[config.mk]
export PLATFORM = sky130hd
export DESIGN_NAME = spi_target_byte_flat
export DESIGN_NICKNAME = d
export VERILOG_FILES = /design/src/rtl/spi_target_pkg.sv /design/src/rtl/spi_target_byte_if.sv /design/src/rtl/prim_flop_2sync.sv /design/src/rtl/spi_target_shift.sv /design/src/rtl/spi_target_byte.sv /design/src/flat_wrapper.sv
export SDC_FILE = /design/constraint.sdc
export NUM_CORES = 1
export LEC_CHECK = 0
export BUFFER_PORTS_ARGS = -buffer_cell sky130_fd_sc_hd__buf_2
export CORE_ASPECT_RATIO = 0.8
export CORE_MARGIN = 2
export CORE_UTILIZATION = 35
export DETAILED_ROUTE_END_ITERATION = 8
export PLACE_DENSITY = 0.65
export SETUP_SLACK_MARGIN = 0.1
export SYNTH_ARGS = -nofsm -noshare
export SYNTH_HDL_FRONTEND = slang
export SYNTH_HIERARCHICAL = 1
export SYNTH_SLANG_ARGS = --single-unit
[constraint.sdc]
create_clock -name clk_i -period 2.22 [get_ports clk_i]
set_input_delay 0 -clock clk_i [delete_from_list [all_inputs] [get_ports clk_i]]
set_output_delay 0 -clock clk_i [all_outputs]
set_load 0.03 [all_outputs]
[src/rtl/spi_target_pkg.sv]
// Shared types and constants for the byte-oriented SPI target.
//   state_e         : engine state (idle / transfer in progress)
//   IdleByteDefault : byte sent on CIPO when the fabric has nothing queued
//   CopiIdx/CipoIdx : lane positions of COPI/CIPO on the 4-bit data pins
package spi_target_pkg;

  typedef enum logic [0:0] {
    StIdle,
    StActive
  } state_e;

  localparam logic [7:0]  IdleByteDefault = 8'hFF;
  localparam int unsigned CopiIdx         = 0;
  localparam int unsigned CipoIdx         = 1;

endpackage

[src/rtl/spi_target_byte_if.sv]
// Fabric-side byte streams of the SPI target.
//   rx_data/rx_valid/rx_ready : received bytes towards the consumer
//   tx_data/tx_valid/tx_ready : bytes to transmit from the producer
// slave is the SPI target side, master is the fabric side.
interface spi_target_byte_if;

  logic [7:0] rx_data;
  logic       rx_valid;
  logic       rx_ready;
  logic [7:0] tx_data;
  logic       tx_valid;
  logic       tx_ready;

  modport slave (
    output rx_data, rx_valid, tx_ready,
    input  rx_ready, tx_data, tx_valid
  );

  modport master (
    input  rx_data, rx_valid, tx_ready,
    output rx_ready, tx_data, tx_valid
  );

endinterface

[src/rtl/prim_flop_2sync.sv]
// Two-flop synchroniser for asynchronous inputs.
//   clk_i/rst_ni : destination clock, async active-low reset
//   d_i          : asynchronous input
//   q_o          : synchronised output (resets to ResetValue)
module prim_flop_2sync #(
  parameter int unsigned     Width      = 1,
  parameter logic [Width-1:0] ResetValue = '0
) (
  input  logic             clk_i,
  input  logic             rst_ni,
  input  logic [Width-1:0] d_i,
  output logic [Width-1:0] q_o
);

  logic [Width-1:0] meta_q, sync_q;

  always_ff @(posedge clk_i or negedge rst_ni) begin
    if (!rst_ni) begin
      meta_q <= ResetValue;
      sync_q <= ResetValue;
    end else begin
      meta_q <= d_i;
      sync_q <= meta_q;
    end
  end

  assign q_o = sync_q;

endmodule

[src/rtl/spi_target_shift.sv]
// Bit counter and RX/TX shift registers of the SPI target.
//   start_i     : transfer begins (counter cleared, first TX load for CPHA=0)
//   sample_i    : sample strobe, shifts copi_i into the RX register
//   drive_i     : drive strobe, shifts or reloads the TX register
//   load_byte_i : byte to use when the TX register is (re)loaded
//   tx_load_o   : TX register consumes load_byte_i this cycle
//   rx_done_o   : eighth bit sampled this cycle, rx_byte_o is complete
//   cipo_o      : current outgoing bit (MSB of TX register)
module spi_target_shift #(
  parameter logic CPHA = 1'b0
) (
  input  logic       clk_i,
  input  logic       rst_ni,
  input  logic       start_i,
  input  logic       sample_i,
  input  logic       drive_i,
  input  logic       copi_i,
  input  logic [7:0] load_byte_i,
  output logic       tx_load_o,
  output logic       rx_done_o,
  output logic [7:0] rx_byte_o,
  output logic       cipo_o
);

  logic [2:0] cnt_q, cnt_d;
  logic [7:0] rx_q, rx_d;
  logic [7:0] tx_q, tx_d;
  // Set at a byte boundary: the next drive edge reloads instead of shifting.
  logic       pend_q, pend_d;

  always_comb begin
    cnt_d     = cnt_q;
    rx_d      = rx_q;
    tx_d      = tx_q;
    pend_d    = pend_q;
    tx_load_o = 1'b0;
    rx_done_o = 1'b0;
    rx_byte_o = {rx_q[6:0], copi_i};
    if (start_i) begin
      cnt_d  = 3'd0;
      // CPHA=1 has no bit on the wire until the first leading edge.
      pend_d = CPHA;
      if (!CPHA) begin
        tx_d      = load_byte_i;
        tx_load_o = 1'b1;
      end
    end else begin
      if (drive_i) begin
        if (pend_q) begin
          tx_d      = load_byte_i;
          tx_load_o = 1'b1;
          pend_d    = 1'b0;
        end else begin
          tx_d = {tx_q[6:0], 1'b0};
        end
      end
      if (sample_i) begin
        rx_d  = {rx_q[6:0], copi_i};
        cnt_d = cnt_q + 3'd1;
        if (cnt_q == 3'd7) begin
          rx_done_o = 1'b1;
          pend_d    = 1'b1;
        end
      end
    end
  end

  always_ff @(posedge clk_i or negedge rst_ni) begin
    if (!rst_ni) begin
      cnt_q  <= 3'd0;
      rx_q   <= 8'h00;
      tx_q   <= 8'h00;
      pend_q <= 1'b0;
    end else begin
      cnt_q  <= cnt_d;
      rx_q   <= rx_d;
      tx_q   <= tx_d;
      pend_q <= pend_d;
    end
  end

  assign cipo_o = tx_q[7];

endmodule

[src/rtl/spi_target_byte.sv]
// Byte-oriented SPI target engine, oversampling the SPI pins in clk_i.
//   clk_i/rst_ni      : system clock, async active-low reset
//   en_i              : block enable
//   cio_sck_i/csb_i   : SPI clock and active-low chip select from the host
//   cio_sd_i          : data pins in (COPI on bit 0)
//   cio_sd_o/sd_en_o  : data pins out and enables (CIPO on bit 1)
//   fab               : RX/TX byte streams towards the fabric
//   active_o          : transfer in progress
//   rx_overflow_o     : pulse, completed byte dropped (RX holding full)
//   tx_underflow_o    : pulse, IdleByte sent because TX holding was empty
module spi_target_byte
  import spi_target_pkg::*;
#(
  parameter logic       CPOL     = 1'b0,
  parameter logic       CPHA     = 1'b0,
  parameter logic [7:0] IdleByte = IdleByteDefault
) (
  input  logic             clk_i,
  input  logic             rst_ni,
  input  logic             en_i,
  input  logic             cio_sck_i,
  input  logic             cio_csb_i,
  input  logic [3:0]       cio_sd_i,
  output logic [3:0]       cio_sd_o,
  output logic [3:0]       cio_sd_en_o,
  spi_target_byte_if.slave fab,
  output logic             active_o,
  output logic             rx_overflow_o,
  output logic             tx_underflow_o
);

  logic sck_s, csb_s, copi_s;
  logic sck_prev_q, csb_prev_q;
  logic unused_sd;

  assign unused_sd = ^cio_sd_i[3:1];

  prim_flop_2sync #(
    .Width     (3),
    .ResetValue({CPOL, 1'b1, 1'b0})
  ) u_sync (
    .clk_i (clk_i),
    .rst_ni(rst_ni),
    .d_i   ({cio_sck_i, cio_csb_i, cio_sd_i[CopiIdx]}),
    .q_o   ({sck_s, csb_s, copi_s})
  );

  always_ff @(posedge clk_i or negedge rst_ni) begin
    if (!rst_ni) begin
      sck_prev_q <= CPOL;
      csb_prev_q <= 1'b1;
    end else begin
      sck_prev_q <= sck_s;
      csb_prev_q <= csb_s;
    end
  end

  logic sck_edge, lead_edge, trail_edge, csb_fall, csb_rise;
  assign sck_edge   = sck_s ^ sck_prev_q;
  assign lead_edge  = sck_edge & (sck_prev_q == CPOL);
  assign trail_edge = sck_edge & (sck_prev_q != CPOL);
  assign csb_fall   = csb_prev_q & ~csb_s;
  assign csb_rise   = ~csb_prev_q & csb_s;

  state_e state_q, state_d;
  logic   start, run, sample, drive;

  always_comb begin
    state_d = state_q;
    unique case (state_q)
      StIdle:   if (en_i && csb_fall) state_d = StActive;
      StActive: if (!en_i || csb_rise) state_d = StIdle;
      default:  state_d = StIdle;
    endcase
  end

  always_ff @(posedge clk_i or negedge rst_ni) begin
    if (!rst_ni) state_q <= StIdle;
    else         state_q <= state_d;
  end

  assign start  = (state_q == StIdle) & en_i & csb_fall;
  assign run    = (state_q == StActive) & en_i & ~csb_rise;
  assign sample = run & (CPHA ? trail_edge : lead_edge);
  assign drive  = run & (CPHA ? lead_edge : trail_edge);

  logic [7:0] tx_hold_q, tx_hold_d, load_byte, rx_byte, rx_data_q, rx_data_d;
  logic       tx_full_q, tx_full_d, tx_load, rx_done, cipo;
  logic       rx_valid_q, rx_valid_d, ovf_q, ovf_d, udf_q, udf_d;

  assign load_byte = tx_full_q ? tx_hold_q : IdleByte;

  spi_target_shift #(
    .CPHA(CPHA)
  ) u_shift (
    .clk_i      (clk_i),
    .rst_ni     (rst_ni),
    .start_i    (start),
    .sample_i   (sample),
    .drive_i    (drive),
    .copi_i     (copi_s),
    .load_byte_i(load_byte),
    .tx_load_o  (tx_load),
    .rx_done_o  (rx_done),
    .rx_byte_o  (rx_byte),
    .cipo_o     (cipo)
  );

  always_comb begin
    // A write landing with a reload is too late for it; it stays queued.
    tx_full_d  = (fab.tx_valid & ~tx_full_q) | (tx_full_q & ~tx_load);
    tx_hold_d  = (fab.tx_valid & ~tx_full_q) ? fab.tx_data : tx_hold_q;
    udf_d      = tx_load & ~tx_full_q;
    rx_valid_d = rx_valid_q & ~fab.rx_ready;
    rx_data_d  = rx_data_q;
    ovf_d      = 1'b0;
    if (rx_done) begin
      if (!rx_valid_q || fab.rx_ready) begin
        rx_data_d  = rx_byte;
        rx_valid_d = 1'b1;
      end else begin
        ovf_d = 1'b1;
      end
    end
  end

  always_ff @(posedge clk_i or negedge rst_ni) begin
    if (!rst_ni) begin
      tx_hold_q  <= 8'h00;
      tx_full_q  <= 1'b0;
      rx_data_q  <= 8'h00;
      rx_valid_q <= 1'b0;
      ovf_q      <= 1'b0;
      udf_q      <= 1'b0;
    end else begin
      tx_hold_q  <= tx_hold_d;
      tx_full_q  <= tx_full_d;
      rx_data_q  <= rx_data_d;
      rx_valid_q <= rx_valid_d;
      ovf_q      <= ovf_d;
      udf_q      <= udf_d;
    end
  end

  assign active_o       = (state_q == StActive) & en_i;
  assign fab.rx_data    = rx_data_q;
  assign fab.rx_valid   = rx_valid_q;
  assign fab.tx_ready   = ~tx_full_q;
  assign rx_overflow_o  = ovf_q;
  assign tx_underflow_o = udf_q;

  always_comb begin
    cio_sd_o              = 4'b0000;
    cio_sd_o[CipoIdx]     = active_o & cipo;
    cio_sd_en_o           = 4'b0000;
    cio_sd_en_o[CipoIdx]  = active_o;
  end

endmodule

[src/flat_wrapper.sv]
// flat-port wrapper written by rule: the top's interface ports become plain ports
module spi_target_byte_flat import spi_target_pkg::*;
#(
  parameter logic       CPOL     = 1'b0,
  parameter logic       CPHA     = 1'b0,
  parameter logic [7:0] IdleByte = IdleByteDefault
)
  (clk_i, rst_ni, en_i, cio_sck_i, cio_csb_i, cio_sd_i, cio_sd_o, cio_sd_en_o, active_o, rx_overflow_o, tx_underflow_o, fab_rx_data, fab_rx_valid, fab_tx_ready, fab_rx_ready, fab_tx_data, fab_tx_valid);
  spi_target_byte_if fab_i ();
  input  logic clk_i;
  input  logic rst_ni;
  input  logic en_i;
  input  logic cio_sck_i;
  input  logic cio_csb_i;
  input  logic [3:0] cio_sd_i;
  output logic [3:0] cio_sd_o;
  output logic [3:0] cio_sd_en_o;
  output logic active_o;
  output logic rx_overflow_o;
  output logic tx_underflow_o;
  output wire logic [$bits(fab_i.rx_data)-1:0] fab_rx_data;
  output wire logic [$bits(fab_i.rx_valid)-1:0] fab_rx_valid;
  output wire logic [$bits(fab_i.tx_ready)-1:0] fab_tx_ready;
  input wire logic [$bits(fab_i.rx_ready)-1:0] fab_rx_ready;
  input wire logic [$bits(fab_i.tx_data)-1:0] fab_tx_data;
  input wire logic [$bits(fab_i.tx_valid)-1:0] fab_tx_valid;
  assign fab_rx_data = fab_i.rx_data;
  assign fab_rx_valid = fab_i.rx_valid;
  assign fab_tx_ready = fab_i.tx_ready;
  assign fab_i.rx_ready = fab_rx_ready;
  assign fab_i.tx_data = fab_tx_data;
  assign fab_i.tx_valid = fab_tx_valid;
  spi_target_byte #(.CPOL(CPOL), .CPHA(CPHA), .IdleByte(IdleByte)) u_core (.clk_i(clk_i), .rst_ni(rst_ni), .en_i(en_i), .cio_sck_i(cio_sck_i), .cio_csb_i(cio_csb_i), .cio_sd_i(cio_sd_i), .cio_sd_o(cio_sd_o), .cio_sd_en_o(cio_sd_en_o), .fab(fab_i), .active_o(active_o), .rx_overflow_o(rx_overflow_o), .tx_underflow_o(tx_underflow_o));
endmodule
==> results.py, run 1 <==
metrics = {
    "status": {
        "status": "finished, final reports clean",
    },
    "global_routing": {
        "antenna_found_initial": 0,
        "grt_max_degree": 49,
        "grt_pass1_vias": 1303,
        "grt_overflow": 0,
        "grt_pass1_wl_um": 6030,
        "grtUsageTotal_pct": 11.1,
    },
    "critical_path": {
        "endpoint_kind": "flop",
        "rrSetupSlack_ns": 0.32,
        "timing.rr.end": "u_core/fab.rx_data[6]$_DFFE_PN0P_",
        "reg2reg_from": "u_core/state_q$_DFF_PN0_",
        "crit_required_ns": 2.40,
        "crit_start": "u_core/state_q$_DFF_PN0_",
        "crit_path_end": "u_core/fab.rx_data[6]$_DFFE_PN0P_",
        "critical_path_arrival_ns": 2.08,
        "path_class": "reg -> reg",
        "r2r_cells": 8,
        "cp_max_fo": 8,
        "startpoint_type": "flop",
    },
    "final_layout": {
        "areaGrowthSynthToFinish_pct": 20.2,
        "antennaDiodeCount": 0,
        "fin_cells": 286,
        "nets": 225,
        "drive_gt1_share_pct": 40.0,
        "utilization_pct": 43.6,
    },
    "sta": {
        "relSlewSlack_pct": 59.3,
        "fin_skew_ns": 0.00825,
        "hold_slack_ns": 0.257,
        "fin_ws_ns": 0.321,
        "rsz0062_at_grt": "false",
        "min_period_ns": 1.90,
        "finalCritPeriodShare_pct": 85.5,
        "hold_viol": 0,
        "setup_viol_count_final": 0,
        "fin_setup_tns_ns": 0,
        "drv_slew": 0,
        "fmax_ghz": 0.527,
        "tightestPinTransition_ns": 0.611,
    },
    "logic_synthesis": {
        "async_reset_ff_share_pct": 100,
        "yosysTopAreaCellShare_pct": 52.3,
        "synth-seq-area-share_pct": 55.9,
        "synth_top_cell_by_area": "dfrtp_1",
        "yosysWarnings": 6,
        "syn_area_um2": 2150,
        "synth-seq-cells": 48,
        "synth.distinct_cells": 34,
        "netlist_instances": 159,
        "synth_edf_count": 0,
        "synth_area_leaders": "dfrtp_1 52%, mux2_4 10%, a221oi_2 4.2%, mux2_2 4.2%, dfstp_2 3.7%",
        "synth_most_common_cell": "dfrtp_1",
        "synth-main-ff-cell": "dfrtp_1",
        "synth.avg_cell_area_um2": 13.6,
        "ys_top_cells_by_count": "45 x dfrtp_1, 15 x mux2_4, 11 x nor2_1",
    },
    "place": {
        "post-dp-hpwl_um": 2250,
        "placedCellCount": 264,
        "gp_congestion": 0.761,
        "place_ws_ns": 0.292,
        "port_buffers": 30,
    },
    "floorplanning": {
        "fp.dieH_um": 74.2,
        "rows": 25,
        "core_area_um2": 5940,
        "floorplan.initialDensity_pct": 36.3,
        "die_area_um2": 6800,
        "fp.dieW_um": 91.7,
        "ios": 40,
    },
    "min_path": {
        "hold_path_class": "in -> reg",
        "hold_depth": 4,
    },
    "clocking": {
        "h-tree-depth": 2,
        "clk_pin_slew_ns": 0.09,
        "cts_buffers": 5,
        "cts_tree": "done",
        "cts_buffer_depth": 2,
        "clock_sinks": 48,
        "clock_latency_ns": 0.29,
        "post_cts_resized": 0,
        "cts-root-buf": "clkbuf_8",
    },
    "drt": {
        "drc": 0,
        "wl_per_cell_um": 11.9,
        "vias": 1233,
        "ant_nets": 0,
        "wirelength_um": 3420,
        "firstDrtPassIters": 4,
        "via_per_inst": 4.31,
        "drt_iter0_drc": 74,
    },
    "flow_run": {
        "maxCapViolations": 0,
    },
    "power_and_ir_drop": {
        "leakage_nw": 1.30,
        "ir_worst_vdd_mv": 0.458,
        "p_per_area_nw_per_um2": 887,
    },
}
worst min-delay path by stage:
stage                                              endpoint  slack, ns    startpoint
after global placement    u_core/u_sync/meta_q[0]$_DFF_PN0_       0.11   cio_sd_i[0]
after CTS                        u_core/tx_full_q$_DFF_PN0_       0.25  fab_tx_valid
after floorplan           u_core/fab.rx_data[0]$_DFFE_PN0P_      -0.30        rst_ni
final                            u_core/tx_full_q$_DFF_PN0_       0.26  fab_tx_valid
after global routing             u_core/tx_full_q$_DFF_PN0_       0.31  fab_tx_valid
after detailed placement  u_core/u_sync/meta_q[1]$_DFF_PN1_       0.11     cio_csb_i
flip-flops by register name (all words and copies together), names as in the netlist, 3 cells and up:
name and count:
u_core/fab.rx_data 8, u_core/tx_hold_q 8, u_core/u_shift/cnt_q 3, u_core/u_shift/rx_q 7, u_core/u_shift/tx_q 8, u_core/u_sync/meta_q 3
u_core/u_sync/q_o 3
worst max-delay path, cell delays in order, from the launching register on:
cell and delay, ns:
dfrtp_1 0.39, and2_2 0.17, o21ai_0 0.12, nor3b_1 0.22, buf_4 0.17, nand2_1 0.07
nor2_1 0.22, nand2_4 0.14, mux2_2 0.29
layer usage:
metal	vias up	wire length [um]	track usage [%]
met5	-	0	0
met2	25	1500	17.4
li1	609	-	-
met1	597	1760	15.3
met3	2	146	3.34
met4	0	11	2.99
logic make-up (layout without fill, tap and decap cells):
| kind of cell | count (synthesis) | after routing | share of synthesized area [%] |
|---|---|---|---|
| AOI/OAI and AO/OA | 12 | 12 | 6.27 |
| xor gates and xnor gates | 1 | 1 | 0.407 |
| adders and majority gates | 3 | 3 | 1.63 |
| buffers and inverters | 26 | 67 | 7.55 |
| DFF | 48 | 48 | 55.9 |
| muxes | 25 | 25 | 15.6 |
| other | 1 | 6 | 0.174 |
| and+or+nand+nor | 43 | 43 | 12.5 |
timing repair:
item / in CTS / in global routing
hold buffers: 14 / 0
endpoints found under the hold margin: 59 / 0
setup buffers: 0 / 0
layout make-up:
cell class	instances	area [um2]
sequential	48	1200
clock buffer	5	68.8
inverter	10	37.5
timing repair buffer	49	328
fill	567	3350
clock inverter	3	42.5
tap	81	101
multi-input combinational	90	806
per-stage QoR:
step / total power [mW] / area, um2
after floorplan: 1.58 / 2170
after detailed placement: 1.68 / 2340
final: 2.30 / 2590
after global routing: 2.46 / 2590
after CTS: 2.34 / 2590
after global placement: 1.67 / 2340
placed cells by master (no fill, tap or decap), types with 2 or more instances in the layout:
| cell type | netlist | layout |
|---|---|---|
| a21o_1 | 2 | 2 |
| a221oi_2 | 6 | 6 |
| buf_2 | 4 | 30 |
| buf_4 | 8 | 5 |
| clkbuf_8 | 0 | 5 |
| conb_1 | 1 | 6 |
| dfrtp_1 | 45 | 45 |
| dfstp_2 | 3 | 3 |
| dlygate4sd3_1 | 0 | 14 |
| ha_1 | 2 | 2 |
| inv_1 | 10 | 10 |
| mux2_2 | 8 | 8 |
| mux2_4 | 15 | 15 |
| mux2i_1 | 2 | 2 |
| nand2_1 | 2 | 2 |
| nand2b_1 | 9 | 9 |
| nor2_1 | 11 | 11 |
| nor2b_1 | 2 | 2 |
| nor3_1 | 7 | 7 |
| nor3b_1 | 3 | 3 |
report_power, final:
part           internal [mW]  leakage [nW]  switching, mW
Combinational          0.297         0.651          0.232
Sequential              1.04         0.598          0.109
Clock                  0.333        0.0541          0.287
Total                   1.67          1.30          0.628
(Power assumes the default switching activity.)
==> inputs of run 2 (changes only) <==
==> constraint.sdc (replaced) <==
create_clock -name clk_i -period 2.22 [get_ports clk_i]
set_input_delay 0.444 -clock clk_i [delete_from_list [all_inputs] [get_ports clk_i]]
set_output_delay 0.444 -clock clk_i [all_outputs]
set_load 0.03 [all_outputs]
==> run 2 against run 1 <==
Compared with the run above: first-iteration DRC count shrank 39%; combinational power shrank 4.0%; global-route usage shrank 0.32 points; clock power shrank 12%; hold slack lost 0.12 ns; sequential power is essentially flat; cell count shrank 5.2%; clock skew shrank 0.0034 ns; sequential share of layout area grew 3.0 points; via count shrank 3.0%.
==> results.py, run 2 (same netlist as run 1, synthesis figures left out) <==
metrics = {
    "global_routing": {
        "antenna_found_initial": 0,
        "grt_pass1_wl_um": 5690,
        "grtUsageTotal_pct": 10.8,
        "grt_max_degree": 28,
        "grt_pass1_vias": 1192,
        "grt_overflow": 0,
    },
    "sta": {
        "fin_setup_tns_ns": 0,
        "min_period_ns": 1.86,
        "drv_slew": 0,
        "rsz0062_at_grt": "false",
        "hold_slack_ns": 0.138,
        "setup_viol_count_final": 0,
        "fmax_ghz": 0.537,
        "hold_viol": 0,
        "fin_skew_ns": 0.00482,
        "relSlewSlack_pct": 61.5,
        "finalCritPeriodShare_pct": 83.9,
        "tightestPinTransition_ns": 0.578,
    },
    "drt": {
        "ant_nets": 0,
        "firstDrtPassIters": 4,
        "wirelength_um": 3290,
        "vias": 1196,
        "drc": 0,
        "via_per_inst": 4.41,
        "drt_iter0_drc": 45,
        "wl_per_cell_um": 12.1,
    },
    "critical_path": {
        "cp_cell_sequence": "and2_2 -> o21ai_0 -> nor3b_1 -> buf_4 -> nand2_1 -> nor2_1 -> nand2_4 -> mux2_2",
        "endpoint_kind": "flop",
        "crit_start": "u_core/state_q$_DFF_PN0_",
        "worst_path_max_delay_cell": "dfrtp_1",
        "cp_max_fo": 8,
        "max_stage_delay_ns": 0.38,
        "critical_path_arrival_ns": 2.04,
        "path_class": "reg -> reg",
        "crit_required_ns": 2.40,
        "startpoint_type": "flop",
        "reg2reg_from": "u_core/state_q$_DFF_PN0_",
        "rrSetupSlack_ns": 0.36,
    },
    "floorplanning": {
        "fp.dieW_um": 91.7,
        "die_area_um2": 6800,
        "floorplan.initialDensity_pct": 36.3,
        "fp.dieH_um": 74.2,
        "rows": 25,
        "ios": 40,
        "core_area_um2": 5940,
    },
    "min_path": {
        "hold_path_class": "in -> async",
    },
    "clocking": {
        "cts_tree": "done",
        "postCtsSetupBuffers": 0,
        "ctsHoldBuffers": 0,
        "clk_pin_slew_ns": 0.08,
        "clock_sinks": 48,
        "post_cts_resized": 0,
        "cts_buffers": 5,
        "cts-root-buf": "clkbuf_8",
        "cts_buffer_depth": 2,
        "h-tree-depth": 2,
        "clock_latency_ns": 0.29,
    },
    "final_layout": {
        "antennaDiodeCount": 0,
        "mostFrequentLayoutCells": "45 x dfrtp_1, 30 x buf_2, 15 x mux2_4, 11 x nor2_1, 10 x inv_1",
        "fillers": 570,
        "areaGrowthSynthToFinish_pct": 12.9,
        "final_common_cell": "dfrtp_1",
        "drive_gt1_share_pct": 42.6,
        "nets": 211,
        "utilization_pct": 40.9,
    },
    "power_and_ir_drop": {
        "ir_worst_vdd_mv": 0.443,
        "p_per_area_nw_per_um2": 905,
        "clkPwrFrac_pct": 24.7,
        "fin_total_pwr_mw": 2.20,
        "p_comb_share_pct": 23.1,
        "power_switching_share_pct": 27.4,
        "switchingPower_uw": 604,
        "seqPwrFrac_pct": 52.1,
        "leakage_nw": 1.24,
        "p_int_mw": 1.60,
    },
    "place": {
        "gp_congestion": 0.750,
        "post-dp-hpwl_um": 2330,
        "port_buffers": 30,
    },
    "flow_run": {
        "maxCapViolations": 0,
    },
    "status": {
        "status": "finished, final reports clean",
    },
}
==> run 2: cell types whose count changed in the layout (fill, tap and decap cells not counted), sizes merged <==
cell,change
bufinv,-1
clkbuf,+2
clkinv,-1
clkinvlp,-1
dlygate4sd3,-14
==> run 2: cell type report <==
class	instances	area, um2	area share, %
multi-input cells	90	806	33.1
well taps	81	101	4.16
clock buffers	7	96.3	3.96
repair buffers	35	188	7.71
flip-flops and latches	48	1200	49.5
inverters	10	37.5	1.54
==> run 2: power groups by stage <==
stage / Sequential, mW / Combinational (mW) / Clock, mW
final: 1.15 / 0.509 / 0.545
after global routing: 1.17 / 0.571 / 0.602
after CTS: 1.15 / 0.517 / 0.580
after detailed placement: 1.16 / 0.513 / 0
after global placement: 1.16 / 0.505 / 0
after floorplan: 1.12 / 0.468 / 0
==> run 2: critical path, delay by kind of cell, from the launching register on <==
family	cells	cell delay [ns]
AO/OA/AOI/OAI	1	0.11
multiplexers	1	0.30
buffers and inverters	1	0.17
flip-flops	1	0.38
AND/OR/NAND/NOR	5	0.79
==> run 2: final timing paths <==
kind                                                           end  cells past startpoint
worst max-delay path             u_core/fab.rx_data[3]$_DFFE_PN0P_                      8
worst min-delay path               u_core/tx_hold_q[5]$_DFFE_PN0P_                      1
worst max register to register   u_core/fab.rx_data[3]$_DFFE_PN0P_                      8
worst min register to register      u_core/u_sync/q_o[0]$_DFF_PN0_                      0
max in group asynchronous       u_core/u_shift/rx_q[2]$_DFFE_PN0P_                      2
min in group clk_i               u_core/u_sync/meta_q[1]$_DFF_PN1_                      1
==> run 2: metal layers <==
metal  track usage (%)  share of wire, %  up-vias
met2              16.6                43       31
met5                 0                 0        -
met1              14.5                51      574
met4              4.48               1.6        0
li1                  -                 -      583
met3              3.24               4.6        8
==> run 2: metrics by stage <==
| step | cells | area [um2] | setup slack (ns) |
|---|---|---|---|
| 2_1_floorplan | 164 | 2170 | 0.264 |
| 3_3_place_gp | 264 | 2340 | 0.167 |
| 3_5_place_dp | 264 | 2340 | 0.153 |
| 4_1_cts | 271 | 2430 | 0.315 |
| 5_1_grt | 271 | 2430 | 0.151 |
| 6_report | 271 | 2430 | 0.357 |
